[config.mk]
export PLATFORM = sky130hd
export DESIGN_NAME = blit_engine
export DESIGN_NICKNAME = d
export VERILOG_FILES = /design/src/rtl/blit_pkg.sv /design/src/rtl/blit_scan_counter.sv /design/src/rtl/blit_engine.sv
export SDC_FILE = /design/constraint.sdc
export NUM_CORES = 1
export LEC_CHECK = 0
export CAP_MARGIN = 20
export CORE_MARGIN = 2
export CORE_UTILIZATION = 53
export DETAILED_ROUTE_END_ITERATION = 8
export GPL_ROUTABILITY_DRIVEN = 0
export PLACE_DENSITY = 0.83
export SYNTH_ARGS = -nofsm -noshare
export SYNTH_HDL_FRONTEND = slang
export SYNTH_SLANG_ARGS = --single-unit
[constraint.sdc]
create_clock -name clk -period 5.9 [get_ports clk]
set_input_delay 0.59 -clock clk [delete_from_list [all_inputs] [get_ports clk]]
set_output_delay 0.59 -clock clk [all_outputs]
set_load 0.1 [all_outputs]
[src/rtl/blit_pkg.sv]
// Shared definitions for the blitter: command encodings, FSM states, default
// geometry and the sprite-sheet address helper.
package blit_pkg;

  localparam int unsigned ADDR_W = 17;

  // Command encodings on the mode input; 3 is reserved and treated as a no-op
  localparam logic [1:0] MODE_SCREEN  = 2'd0;
  localparam logic [1:0] MODE_TILE    = 2'd1;
  localparam logic [1:0] MODE_REFRESH = 2'd2;
  localparam logic [1:0] MODE_RSVD    = 2'd3;

  typedef enum logic [1:0] {
    StIdle,
    StAddr,
    StWrite,
    StDone
  } blit_state_e;

  // Default geometry and colour
  localparam int unsigned DEF_WIDTH      = 320;
  localparam int unsigned DEF_HEIGHT     = 240;
  localparam int unsigned DEF_COLOUR_W   = 6;
  localparam int unsigned DEF_TILE_W     = 16;
  localparam int unsigned DEF_TILE_H     = 16;
  localparam int unsigned DEF_SHEET_COLS = 4;
  localparam int unsigned DEF_NUM_SRC    = 4;
  localparam int unsigned DEF_KEY_COLOUR = 32'b001100;

  // Linear sheet address of pixel (col, row) inside tile 'tile'; the sheet is
  // sheet_cols tiles wide and stored row-major.
  function automatic logic [ADDR_W-1:0] sheet_addr(input logic [7:0]  tile,
                                                   input logic [8:0]  col,
                                                   input logic [7:0]  row,
                                                   input int unsigned tile_w,
                                                   input int unsigned tile_h,
                                                   input int unsigned sheet_cols);
    int unsigned trow;
    int unsigned tcol;
    int unsigned addr;
    trow = 32'(tile) / sheet_cols;
    tcol = 32'(tile) % sheet_cols;
    addr = (trow * tile_h + 32'(row)) * (sheet_cols * tile_w) + tcol * tile_w + 32'(col);
    return ADDR_W'(addr);
  endfunction

endpackage

[src/rtl/blit_scan_counter.sv]
// Raster xy counter: x runs 0..max_x, wraps while y increments, last_o flags
// the final (max_x, max_y) position. Clear has priority over enable.
module blit_scan_counter #(
  parameter int unsigned XW = 9,
  parameter int unsigned YW = 8
) (
  input  logic          clk_i,
  input  logic          rst_ni,
  input  logic          clr_i,
  input  logic          en_i,
  input  logic [XW-1:0] max_x_i,
  input  logic [YW-1:0] max_y_i,
  output logic [XW-1:0] x_o,
  output logic [YW-1:0] y_o,
  output logic          last_o
);

  logic [XW-1:0] x_q, x_d;
  logic [YW-1:0] y_q, y_d;
  logic          last_x;
  logic          last_y;

  assign last_x = (x_q == max_x_i);
  assign last_y = (y_q == max_y_i);

  // Next position: clear, or step x with wrap into y
  always_comb begin
    x_d = x_q;
    y_d = y_q;
    if (clr_i) begin
      x_d = '0;
      y_d = '0;
    end else if (en_i) begin
      if (last_x) begin
        x_d = '0;
        y_d = last_y ? '0 : y_q + 1'b1;
      end else begin
        x_d = x_q + 1'b1;
      end
    end
  end

  // Position registers
  always_ff @(posedge clk_i or negedge rst_ni) begin
    if (!rst_ni) begin
      x_q <= '0;
      y_q <= '0;
    end else begin
      x_q <= x_d;
      y_q <= y_d;
    end
  end

  assign x_o    = x_q;
  assign y_o    = y_q;
  assign last_o = last_x && last_y;

endmodule

[src/rtl/blit_engine.sv]
// Pixel blitter: full-screen copy into the frame buffer, keyed/clipped tile
// blit from the sprite sheet, or frame-buffer refresh to the VGA adapter.
// Two cycles per pixel (address, then write with one-cycle read data).
// Optional macro BLIT_FLIP_EN adds flip_h for horizontally mirrored tiles.
module blit_engine
  import blit_pkg::*;
#(
  parameter int unsigned         WIDTH      = DEF_WIDTH,
  parameter int unsigned         HEIGHT     = DEF_HEIGHT,
  parameter int unsigned         COLOUR_W   = DEF_COLOUR_W,
  parameter int unsigned         TILE_W     = DEF_TILE_W,
  parameter int unsigned         TILE_H     = DEF_TILE_H,
  parameter int unsigned         SHEET_COLS = DEF_SHEET_COLS,
  parameter int unsigned         NUM_SRC    = DEF_NUM_SRC,
  parameter logic [COLOUR_W-1:0] KEY_COLOUR = COLOUR_W'(DEF_KEY_COLOUR)
) (
  input  logic                       clk,
  input  logic                       reset_n,
  input  logic                       start,
  input  logic [1:0]                 mode,
  input  logic [$clog2(NUM_SRC)-1:0] src_sel,
  input  logic [7:0]                 tile_sel,
  input  logic [8:0]                 dst_x,
  input  logic [7:0]                 dst_y,
`ifdef BLIT_FLIP_EN
  input  logic                       flip_h,
`endif
  output logic                       busy,
  output logic                       done,
  output logic [$clog2(NUM_SRC)-1:0] src_sel_o,
  output logic [16:0]                src_addr,
  input  logic [COLOUR_W-1:0]        src_data,
  output logic [16:0]                buf_addr,
  output logic [COLOUR_W-1:0]        buf_wdata,
  output logic                       buf_we,
  input  logic [COLOUR_W-1:0]        buf_rdata,
  output logic [8:0]                 vga_x,
  output logic [7:0]                 vga_y,
  output logic [COLOUR_W-1:0]        vga_colour,
  output logic                       vga_we
);

  localparam int unsigned XW = 9;
  localparam int unsigned YW = 8;
  localparam int unsigned SW = $clog2(NUM_SRC);

  if (WIDTH * HEIGHT > (1 << ADDR_W)) begin : g_size_check
    $error("blit_engine: WIDTH*HEIGHT does not fit the 17-bit address space");
  end

  blit_state_e state_q, state_d;
  logic [1:0]  mode_q, mode_d;
  logic [SW-1:0] src_sel_q, src_sel_d;
  logic [7:0]  tile_q, tile_d;
  logic [8:0]  dst_x_q, dst_x_d;
  logic [7:0]  dst_y_q, dst_y_d;
  logic        flip;

  logic          load;
  logic          cnt_en;
  logic [XW-1:0] sx, max_x;
  logic [YW-1:0] sy, max_y;
  logic          last;

  logic [9:0]        px;
  logic [8:0]        py;
  logic [XW-1:0]     sheet_col;
  logic [ADDR_W-1:0] scr_addr;
  logic [ADDR_W-1:0] tile_addr;
  logic [ADDR_W-1:0] dst_addr;
  logic              in_bounds;
  logic              active;
  logic              wr;

`ifdef BLIT_FLIP_EN
  logic flip_q, flip_d;

  // Mirror select is captured with the rest of the command
  always_comb begin
    flip_d = flip_q;
    if (load) flip_d = flip_h;
  end

  // Mirror select register
  always_ff @(posedge clk or negedge reset_n) begin
    if (!reset_n) flip_q <= 1'b0;
    else          flip_q <= flip_d;
  end

  assign flip = flip_q;
`else
  assign flip = 1'b0;
`endif

  // Command FSM: accept in idle, alternate address/write per pixel, pulse done
  always_comb begin
    state_d = state_q;
    load    = 1'b0;
    cnt_en  = 1'b0;
    unique case (state_q)
      StIdle: begin
        if (start && (mode != MODE_RSVD)) begin
          state_d = StAddr;
          load    = 1'b1;
        end
      end
      StAddr:  state_d = StWrite;
      StWrite: begin
        cnt_en  = 1'b1;
        state_d = last ? StDone : StAddr;
      end
      StDone:  state_d = StIdle;
      default: state_d = StIdle;
    endcase
  end

  // Command latches; the sheet is its own ROM so tile blits report source 0
  always_comb begin
    mode_d    = mode_q;
    src_sel_d = src_sel_q;
    tile_d    = tile_q;
    dst_x_d   = dst_x_q;
    dst_y_d   = dst_y_q;
    if (load) begin
      mode_d    = mode;
      src_sel_d = (mode == MODE_TILE) ? '0 : src_sel;
      tile_d    = tile_sel;
      dst_x_d   = dst_x;
      dst_y_d   = dst_y;
    end
  end

  // State and command registers
  always_ff @(posedge clk or negedge reset_n) begin
    if (!reset_n) begin
      state_q   <= StIdle;
      mode_q    <= MODE_SCREEN;
      src_sel_q <= '0;
      tile_q    <= '0;
      dst_x_q   <= '0;
      dst_y_q   <= '0;
    end else begin
      state_q   <= state_d;
      mode_q    <= mode_d;
      src_sel_q <= src_sel_d;
      tile_q    <= tile_d;
      dst_x_q   <= dst_x_d;
      dst_y_q   <= dst_y_d;
    end
  end

  assign max_x = (mode_q == MODE_TILE) ? XW'(TILE_W - 1) : XW'(WIDTH - 1);
  assign max_y = (mode_q == MODE_TILE) ? YW'(TILE_H - 1) : YW'(HEIGHT - 1);

  blit_scan_counter #(
    .XW (XW),
    .YW (YW)
  ) u_scan (
    .clk_i   (clk),
    .rst_ni  (reset_n),
    .clr_i   (load),
    .en_i    (cnt_en),
    .max_x_i (max_x),
    .max_y_i (max_y),
    .x_o     (sx),
    .y_o     (sy),
    .last_o  (last)
  );

  // Address arithmetic; destination is widened so edge overflow clips, not wraps
  always_comb begin
    px        = {1'b0, dst_x_q} + 10'(sx);
    py        = {1'b0, dst_y_q} + 9'(sy);
    sheet_col = flip ? (XW'(TILE_W - 1) - sx) : sx;
    scr_addr  = ADDR_W'(32'(sy) * WIDTH + 32'(sx));
    tile_addr = sheet_addr(tile_q, sheet_col, sy, TILE_W, TILE_H, SHEET_COLS);
    dst_addr  = ADDR_W'(32'(py) * WIDTH + 32'(px));
    in_bounds = (32'(px) < WIDTH) && (32'(py) < HEIGHT);
  end

  assign active = (state_q == StAddr) || (state_q == StWrite);
  assign wr     = (state_q == StWrite);

  // Memory and VGA ports; addresses are held through the pixel, strobes only in write
  always_comb begin
    src_addr   = '0;
    buf_addr   = '0;
    buf_wdata  = '0;
    buf_we     = 1'b0;
    vga_x      = '0;
    vga_y      = '0;
    vga_colour = '0;
    vga_we     = 1'b0;
    if (active) begin
      case (mode_q)
        MODE_SCREEN: begin
          src_addr = scr_addr;
          buf_addr = scr_addr;
          if (wr) begin
            buf_we    = 1'b1;
            buf_wdata = src_data;
          end
        end
        MODE_TILE: begin
          src_addr = tile_addr;
          buf_addr = dst_addr;
          if (wr && in_bounds && (src_data != KEY_COLOUR)) begin
            buf_we    = 1'b1;
            buf_wdata = src_data;
          end
        end
        MODE_REFRESH: begin
          buf_addr = scr_addr;
          if (wr) begin
            vga_we     = 1'b1;
            vga_x      = sx;
            vga_y      = sy;
            vga_colour = buf_rdata;
          end
        end
        default: ;
      endcase
    end
  end

  assign busy      = (state_q != StIdle);
  assign done      = (state_q == StDone);
  assign src_sel_o = src_sel_q;

endmodule

[Yosys cells after proc, flatten, opt, wreduce, memory -nomap -nowiden]
Cells that the tools add are included.
Operators by class
  reduce and logical (&&, ||, !) cells: 13
  equality and inequality tests: 11
  add/subtract/negate cells: 9
  magnitude comparators: 2
  muxes and demuxes: 38
  multipliers: 2
Operator list (count)
  $pmux W17 S2: 2
  $mux W8: 8
  $mux W9: 7
  $mux W6: 6
  $add A17 B9 Y17: 2
  $mux W17: 2
  $add A17 B10 Y17: 1
  $add A17 B6 Y17: 1
  $pmux W6 S2: 1
  $add A10 B8 Y11: 1
  $mul A8 B3 Y11 const B: 1
  $mul A9 B3 Y11 const B: 1
  $add A9 B9 Y10: 1
  $lt A10 B9 Y1 const B: 1
  $add A8 B8 Y9: 1
  $add A9 B1 Y9 const B: 1
  $eq A9 B9 Y1: 1
  $lt A9 B8 Y1 const B: 1
  $add A8 B1 Y8 const B: 1
  $eq A8 B8 Y1: 1
  $pmux W2 S4: 1
  $mux W1: 7
  $eq A2 B1 Y1 const B: 3
  $eq A2 B2 Y1 const B: 3
  10 further kinds: 20
Storage, ports and cells
  register bits: 48
  input bits: 44
  output and inout port bits: 69
  word-level logic and storage cells: 83

[Depth between registers and ports, before layout]
Gate-level depths: netlist (run 1).
  depth in word-level cells: 8
  gate-level depth with buffers: 16
  depth with buffers taken out: 16

[Hierarchy]
From an unflattened synthesis (run 1), not the netlist that was laid out.
Second synthesis, totals
  cell total of the unflattened synthesis: 639
  area, all modules: 5485.3 µm²
By module, submodules not included
  blit_engine: sequential area each 775.7 µm², cells each 516, times used 1, area each 4327.9 µm²
  blit_scan_counter: sequential area each 425.4 µm², cells each 123, times used 1, area each 1157.4 µm²

[Worst setup path before layout (run 1)]
Ideal clock, no wire load.
  path kind: register to output
  start point: register u_scan.y_q[0], in the netlist u_scan.y_o[0]
  end point: output port buf_addr[15]
  cell stages (with the launch flop): 16
  required time: 5310 ps
  path buffers: 0
  slack: -506 ps
  arrival time: 5816 ps
  path through: dfrtp_1 ha_1 fa_1 a21o_1 a21oi_1 xnor2_1 and2_1 or2_2 fa_1 nand2b_1 a21o_1 a311o_1 or3_1 nand3_1 nand3b_1 a21boi_0
Between the ends
  cells in the longest elaborated chain, start to end: 5
  elaborated cells on any way between the ends: 7
  classes of those cells: 3 x add/sub; 2 x mul; 2 x mux
RTL lines
  start: declaration: RTL line blit_scan_counter.sv:19  | logic [YW-1:0] y_q, y_d;
  start signal: assignment: RTL line blit_scan_counter.sv:50  | y_q <= y_d;
  $add A8 B8 Y9: RTL line blit_engine.sv:173  | py = {1'b0, dst_y_q} + 9'(sy);
  $mul A9 B3 Y11: RTL line blit_engine.sv:177  | dst_addr = ADDR_W'(32'(py) * WIDTH + 32'(px));
  $add A17 B10 Y17: RTL line blit_engine.sv:177
  $pmux W17 S2 *: RTL line blit_engine.sv:195  | case (mode_q)
  $mux W17 *: RTL line blit_engine.sv:194  | if (active) begin
  end: declaration: RTL line blit_engine.sv:33  | output logic [16:0] buf_addr,
Every way passes the cells marked *; elsewhere a longest branch is shown, timed or not.

[Final worst setup path (run 1)]
  start point: register u_scan.y_q[0], in the netlist u_scan.y_o[0]
  end point: output port buf_addr[16]
The elaborated chain is that of the path after synthesis.

==> results.yml, run 1 <==
worst_setup_path:
  worstSetupPathType: "flop to output port"
  cpMaxStageDelayCell: "dfrtp_1"
  end_kind: "output port"
  crit_chain: "ha_1 -> fa_1 -> a21o_1 -> a21oi_1 -> xnor2_1 -> and2_1 -> or2_2 -> fa_1 -> nand2b_1 -> a21o_1 -> a311o_1 -> or3_1 -> a211oi_1 -> and3_1 -> a311o_1 -> buf_4"
  reg2reg_depth: 6
  startpoint_type: "flop"
  arrival_ns: 4.89
  r2r_end: "u_scan.y_o[5]$_DFFE_PN0P_"
  startpoint: "u_scan.y_o[0]$_DFFE_PN0P_"
  worst_ep_required_time_ns: 5.31
  reg2reg_slack_ns: 3.12
  crit_fanout: 8
  max_stage_delay_ns: 0.48
  timing.rr.start: "mode_q[0]$_DFFE_PN0P_"
  critical_path.endpoint: "buf_addr[16]"
global_routing:
  grt_pass1_vias: 5359
  grt_overflow: 0
  antenna_found_initial: 0
  grtUsageMet3: 0.0282
  busiest_layer: "met2"
  grt_use_met1: 0.355
  grt_max_degree: 49
  use_met2: 0.494
  grt_pass1_wl_um: 25300
  grt_use_total: 0.282
sta:
  tightest_slew_ns: 0.994
  setup_viol: 0
  finalCritPeriodShare: 0.928
  slew_violations: 0
  skew_ns: 0.0144
  setup_tns_ns: 0
  slew_headroom: 0.335
  finalHoldViolCount: 0
  rsz0062_at_grt: "false"
  min_period_ns: 5.48
  fmaxAchievable_mhz: 183
synth:
  yosysTopAreaCellShare: 0.227
  avgSynthCellArea_um2: 7.73
  ys_seq_elements: 48
  ys_seq_area_frac: 0.227
  synth_top_family_by_area: "simple AND/OR/NAND/NOR gates"
  yosysWarnings: 0
  synth-edff-count: 0
  syn_area_mm2: 0.00530
  synthArstFlopShare: 1.00
  synth_compound_area_frac: 0.210
  synthAdderAreaFrac: 0.170
  synth_top_flop_cell: "dfrtp_1"
  netlist-cell-type-count: 62
  synth_top_cell_by_area: "dfrtp_1"
  syn-instance-count: 685
  yosys.area_share.simple: 0.275
  synth_area_leaders: "dfrtp_1, ha_1, nand2_1, xnor2_1, nor2_1"
  synth_nets: 796
  synthMuxAreaShare: 0
  synth_xor_xnor_area_share: 0.0810
cts:
  clock-root-buffer: "clkbuf_8"
  cts_resized: 0
  h-tree-depth: 2
  clkLatencyLatePin_ns: 0.31
  cts_tree: "yes"
  clock-sinks: 48
  cts_buffers: 5
  cts_buffer_depth: 2
  hold_buffers: 0
  postCtsSetupBuffers: 0
  path_clk_slew_ns: 0.09
die:
  start_util: 0.544
  die_w_um: 104
  dieArea_mm2: 0.0108
  io_pins: 113
  coreArea_mm2: 0.00973
  rows: 36
  die_h_um: 104
routing:
  drc: 0
  via_count: 5459
  firstDrtPassIters: 5
  drt-total-wl_um: 15300
  wire_per_inst_um: 16.7
  drt_iter0_markers: 335
  avgViaCountPerCell: 5.95
  antenna_left: 0
worst_hold_path:
  hold_class: "primary input to async pin"
finish:
  fin_nets: 896
  drive_gt1_frac: 0.0383
  num-fill-cells: 862
  multi_input_area_mm2: 0.00390
  seqCellArea_mm2: 0.00120
  syn_to_final_growth_pct: 24.3
  final_common_cell: "nand2_1"
  n_antenna_cell: 0
  final_cell_mix: "nand2_1, clkdlybuf4s50_1, nor2_1"
flow_run:
  maxCapViolations: 0
placement:
  port_buffers: 112
  hpwl_um: 12000
status:
  status: "finished, final reports clean"
[registers in the layout, summed over array words and instances (netlist names)]
name        count
dst_x_q         9
u_scan.x_o      9
dst_y_q         8
tile_q          8
u_scan.y_o      8
mode_q          2
src_sel_o       2
state_q         2
[critical path: cells and delay by family (launching register included)]
kind	cells	cell delay, ns
AOI/OAI and AO/OA	6	1.22
xor gates and xnor gates	1	0.14
adders and majority gates	3	1.16
buffers and inverters	1	0.29
DFF	1	0.48
and+or+nand+nor	5	1.28
[stage by stage]
| stage | area, µm² | setup WS [ns] | hold slack [ns] | std cells | util |
|---|---|---|---|---|---|
| global placement | 6490 | 0.911 | 0.468 | 911 | 0.667 |
| CTS | 6590 | 0.461 | 0.402 | 917 | 0.677 |
| finish | 6590 | 0.424 | 0.372 | 917 | 0.677 |
| detailed placement | 6490 | 0.813 | 0.477 | 911 | 0.667 |
| global route | 6590 | 0.177 | 0.427 | 917 | 0.677 |
| floorplan | 5300 | 0.231 | 0.294 | 685 | - |
[how the worst min path moves through the flow]
| stage | startpoint | to | slack, ns | cells past startpoint |
|---|---|---|---|---|
| after global routing | reset_n | tile_q[3]$_DFFE_PN0P_ | 0.43 | 2 |
| after floorplan | reset_n | dst_x_q[0]$_DFFE_PN0P_ | 0.29 | 0 |
| after CTS | reset_n | tile_q[1]$_DFFE_PN0P_ | 0.40 | 2 |
| after detailed placement | dst_y_q[6]$_DFFE_PN0P_ | dst_y_q[6]$_DFFE_PN0P_ | 0.48 | 2 |
| final | reset_n | tile_q[1]$_DFFE_PN0P_ | 0.37 | 2 |
| after global placement | dst_y_q[0]$_DFFE_PN0P_ | dst_y_q[0]$_DFFE_PN0P_ | 0.47 | 2 |
[synthesized netlist by cell type (all sizes together), types with 9 or more instances]
library cell and instances:
nand2 116, nor2 68, ha 59, dfrtp 48
a21oi 39, o21ai 38, xnor2 36, and2 30
inv 24, a21o 19, nor2b 18, clkbuf 17
a211oi 16, nand3 14, nor3 14, xor2 13
nand2b 9, o21a 9
[logic make-up (layout without fill, tap and decap cells)]
family / after synthesis / count (layout)
buffers and inverters: 48 / 147
adder cells (fa/ha/maj): 67 / 67
XOR/XNOR: 49 / 49
flip-flops: 48 / 48
AND/OR/NAND/NOR: 306 / 306
AO/OA/AOI/OAI: 167 / 167
[layer usage]
layer	routed length (µm)	part of all wire	vias up
met1	6320	0.41	2558
met4	460	0.030	0
met3	1020	0.067	48
met5	0	0	-
met2	7500	0.49	248
li1	-	-	2605
[area by class of cell]
cell class,instances,area share
timing repair buffer,117,0.172
inverter,24,0.0137
multi-input combinational,589,0.592
clock buffer,5,0.0104
clock inverter,1,0.00456
sequential,48,0.182
tap,133,0.0253
Power of run 1 is left out: the tool's default activity adds up to more than one toggle a clock period on the data nets, which glitch-free logic cannot reach.
==> run 2, diff against run 1 <==
--- a/config.mk
+++ b/config.mk
@@ -7,10 +7,10 @@
 export LEC_CHECK = 0
 export CAP_MARGIN = 20
 export CORE_MARGIN = 2
-export CORE_UTILIZATION = 53
+export CORE_UTILIZATION = 45
 export DETAILED_ROUTE_END_ITERATION = 8
 export GPL_ROUTABILITY_DRIVEN = 0
-export PLACE_DENSITY = 0.83
+export PLACE_DENSITY = 0.72
 export SYNTH_ARGS = -nofsm -noshare
 export SYNTH_HDL_FRONTEND = slang
 export SYNTH_SLANG_ARGS = --single-unit
==> run 2 against run 1 <==
  * Design area is 1.2% higher
  * Utilization is 9.6 points lower
  * First-iteration DRC count is 19% lower
  * Critical path type unchanged
  * Critical endpoint unchanged
==> results.yml, run 2 (same netlist as run 1, synthesis figures left out) <==
sta:
  fmaxAchievable_mhz: 185
  rsz0062_at_grt: "false"
  slew_headroom: 0.329
  finalCritPeriodShare: 0.918
  setup_viol: 0
  skew_ns: 0.00640
  finalHoldViolCount: 0
  tightest_slew_ns: 1.00
  slew_violations: 0
  min_period_ns: 5.41
  setup_tns_ns: 0
  timing.final.ws_setup_ns: 0.486
finish:
  layout.cells.non_filler: 927
  syn_to_final_growth_pct: 25.9
  n_antenna_cell: 0
  drive_gt1_frac: 0.0383
  fin_nets: 896
  final_common_cell: "nand2_1"
  final_cell_mix: "nand2_1, clkdlybuf4s50_1, nor2_1"
cts:
  clock-sinks: 48
  path_clk_slew_ns: 0.06
  cts_resized: 0
  cts_buffers: 5
  clkLatencyLatePin_ns: 0.29
  hold_buffers: 0
  cts_tree: "yes"
  cts_buffer_depth: 2
  postCtsSetupBuffers: 0
  clock-root-buffer: "clkbuf_16"
  h-tree-depth: 2
worst_setup_path:
  worst_ep_required_time_ns: 5.31
  end_kind: "output port"
  crit_fanout: 8
  r2r_end: "u_scan.y_o[6]$_DFFE_PN0P_"
  worst-path-buf-inv: 1
  max_stage_delay_ns: 0.48
  startpoint_type: "flop"
  timing.rr.start: "mode_q[0]$_DFFE_PN0P_"
  cpMaxStageDelayCell: "fa_1"
  reg2reg_depth: 6
  worstSetupPathType: "flop to output port"
  crit_chain: "ha_1 -> fa_1 -> a21o_1 -> a21oi_1 -> xnor2_1 -> and2_1 -> or2_2 -> fa_1 -> nand2b_1 -> a21o_1 -> a311o_1 -> or3_1 -> a211oi_1 -> and3_1 -> a311o_1 -> buf_4"
  arrival_ns: 4.82
  crit_family: "simple AND/OR/NAND/NOR gates"
  reg2reg_slack_ns: 3.06
global_routing:
  grt_max_degree: 49
  grt_pass1_wl_um: 24900
  grt_pass1_vias: 5153
  antenna_found_initial: 0
  grt_overflow: 0
  grt_use_total: 0.238
routing:
  avgViaCountPerCell: 5.73
  drt_iter0_markers: 270
  wire_per_inst_um: 16.4
  firstDrtPassIters: 5
  antenna_left: 0
  via_count: 5314
  drc: 0
  drt-total-wl_um: 15200
status:
  status: "finished, final reports clean"
die:
  io_pins: 113
  die_h_um: 113
  start_util: 0.462
  die_w_um: 113
  dieArea_mm2: 0.0127
  rows: 39
  coreArea_mm2: 0.0115
worst_hold_path:
  hold_class: "primary input to async pin"
flow_run:
  maxCapViolations: 0
placement:
  port_buffers: 112
  hpwl_um: 11800
  post-place-ws_ns: 0.813
  dp.cells: 920
[run 2: cell counts in the layout (fill, tap and decap cells not counted)]
No cell type changed its count.
[run 2: worst reg2reg max path, cell delays in order, from the launching register on]
cell,delay [ns]
dfrtp_1,0.89
nand2b_4,0.26
or4_4,0.48
a2111oi_4,0.35
nand2_2,0.16
or4_1,0.45
a21oi_1,0.16
[run 2: worst max path at each step]
stage / from / endpoint / cells after the start
floorplan: u_scan.y_o[0]$_DFFE_PN0P_ / buf_addr[15] / 15
detailed placement: u_scan.y_o[0]$_DFFE_PN0P_ / buf_addr[16] / 16
CTS: u_scan.y_o[0]$_DFFE_PN0P_ / buf_addr[16] / 16
global route: u_scan.y_o[0]$_DFFE_PN0P_ / buf_addr[16] / 16
finish: u_scan.y_o[0]$_DFFE_PN0P_ / buf_addr[16] / 16
global placement: u_scan.y_o[0]$_DFFE_PN0P_ / buf_addr[16] / 16
[run 2: stage by stage]
step	util	hold slack [ns]	cell area, µm²
floorplan	-	0.294	5300
global placement	0.566	0.467	6490
detailed placement	0.566	0.474	6490
CTS	0.580	0.488	6650
global route	0.581	0.144	6670
finish	0.581	0.136	6670
[run 2: final cells by class]
| cell class | count | area [µm²] |
|---|---|---|
| fillers | 1044 | 4800 |
| multi-input cells | 589 | 3900 |
| flip-flops and latches | 48 | 1200 |
| repair buffers | 117 | 1140 |
| well taps | 143 | 179 |
| clock buffers | 5 | 125 |
| inverters | 24 | 90.1 |
| clock inverters | 1 | 30.0 |
[run 2: metal layers]
| layer | GRT usage | wire length (µm) | vias to the layer above |
|---|---|---|---|
| met5 | 0 | 0 | - |
| met4 | 0.0748 | 378 | 0 |
| met3 | 0.0319 | 868 | 26 |
| met2 | 0.410 | 7230 | 172 |
| met1 | 0.311 | 6720 | 2512 |
| li1 | - | - | 2604 |
Power of run 2 is left out for the same reason.
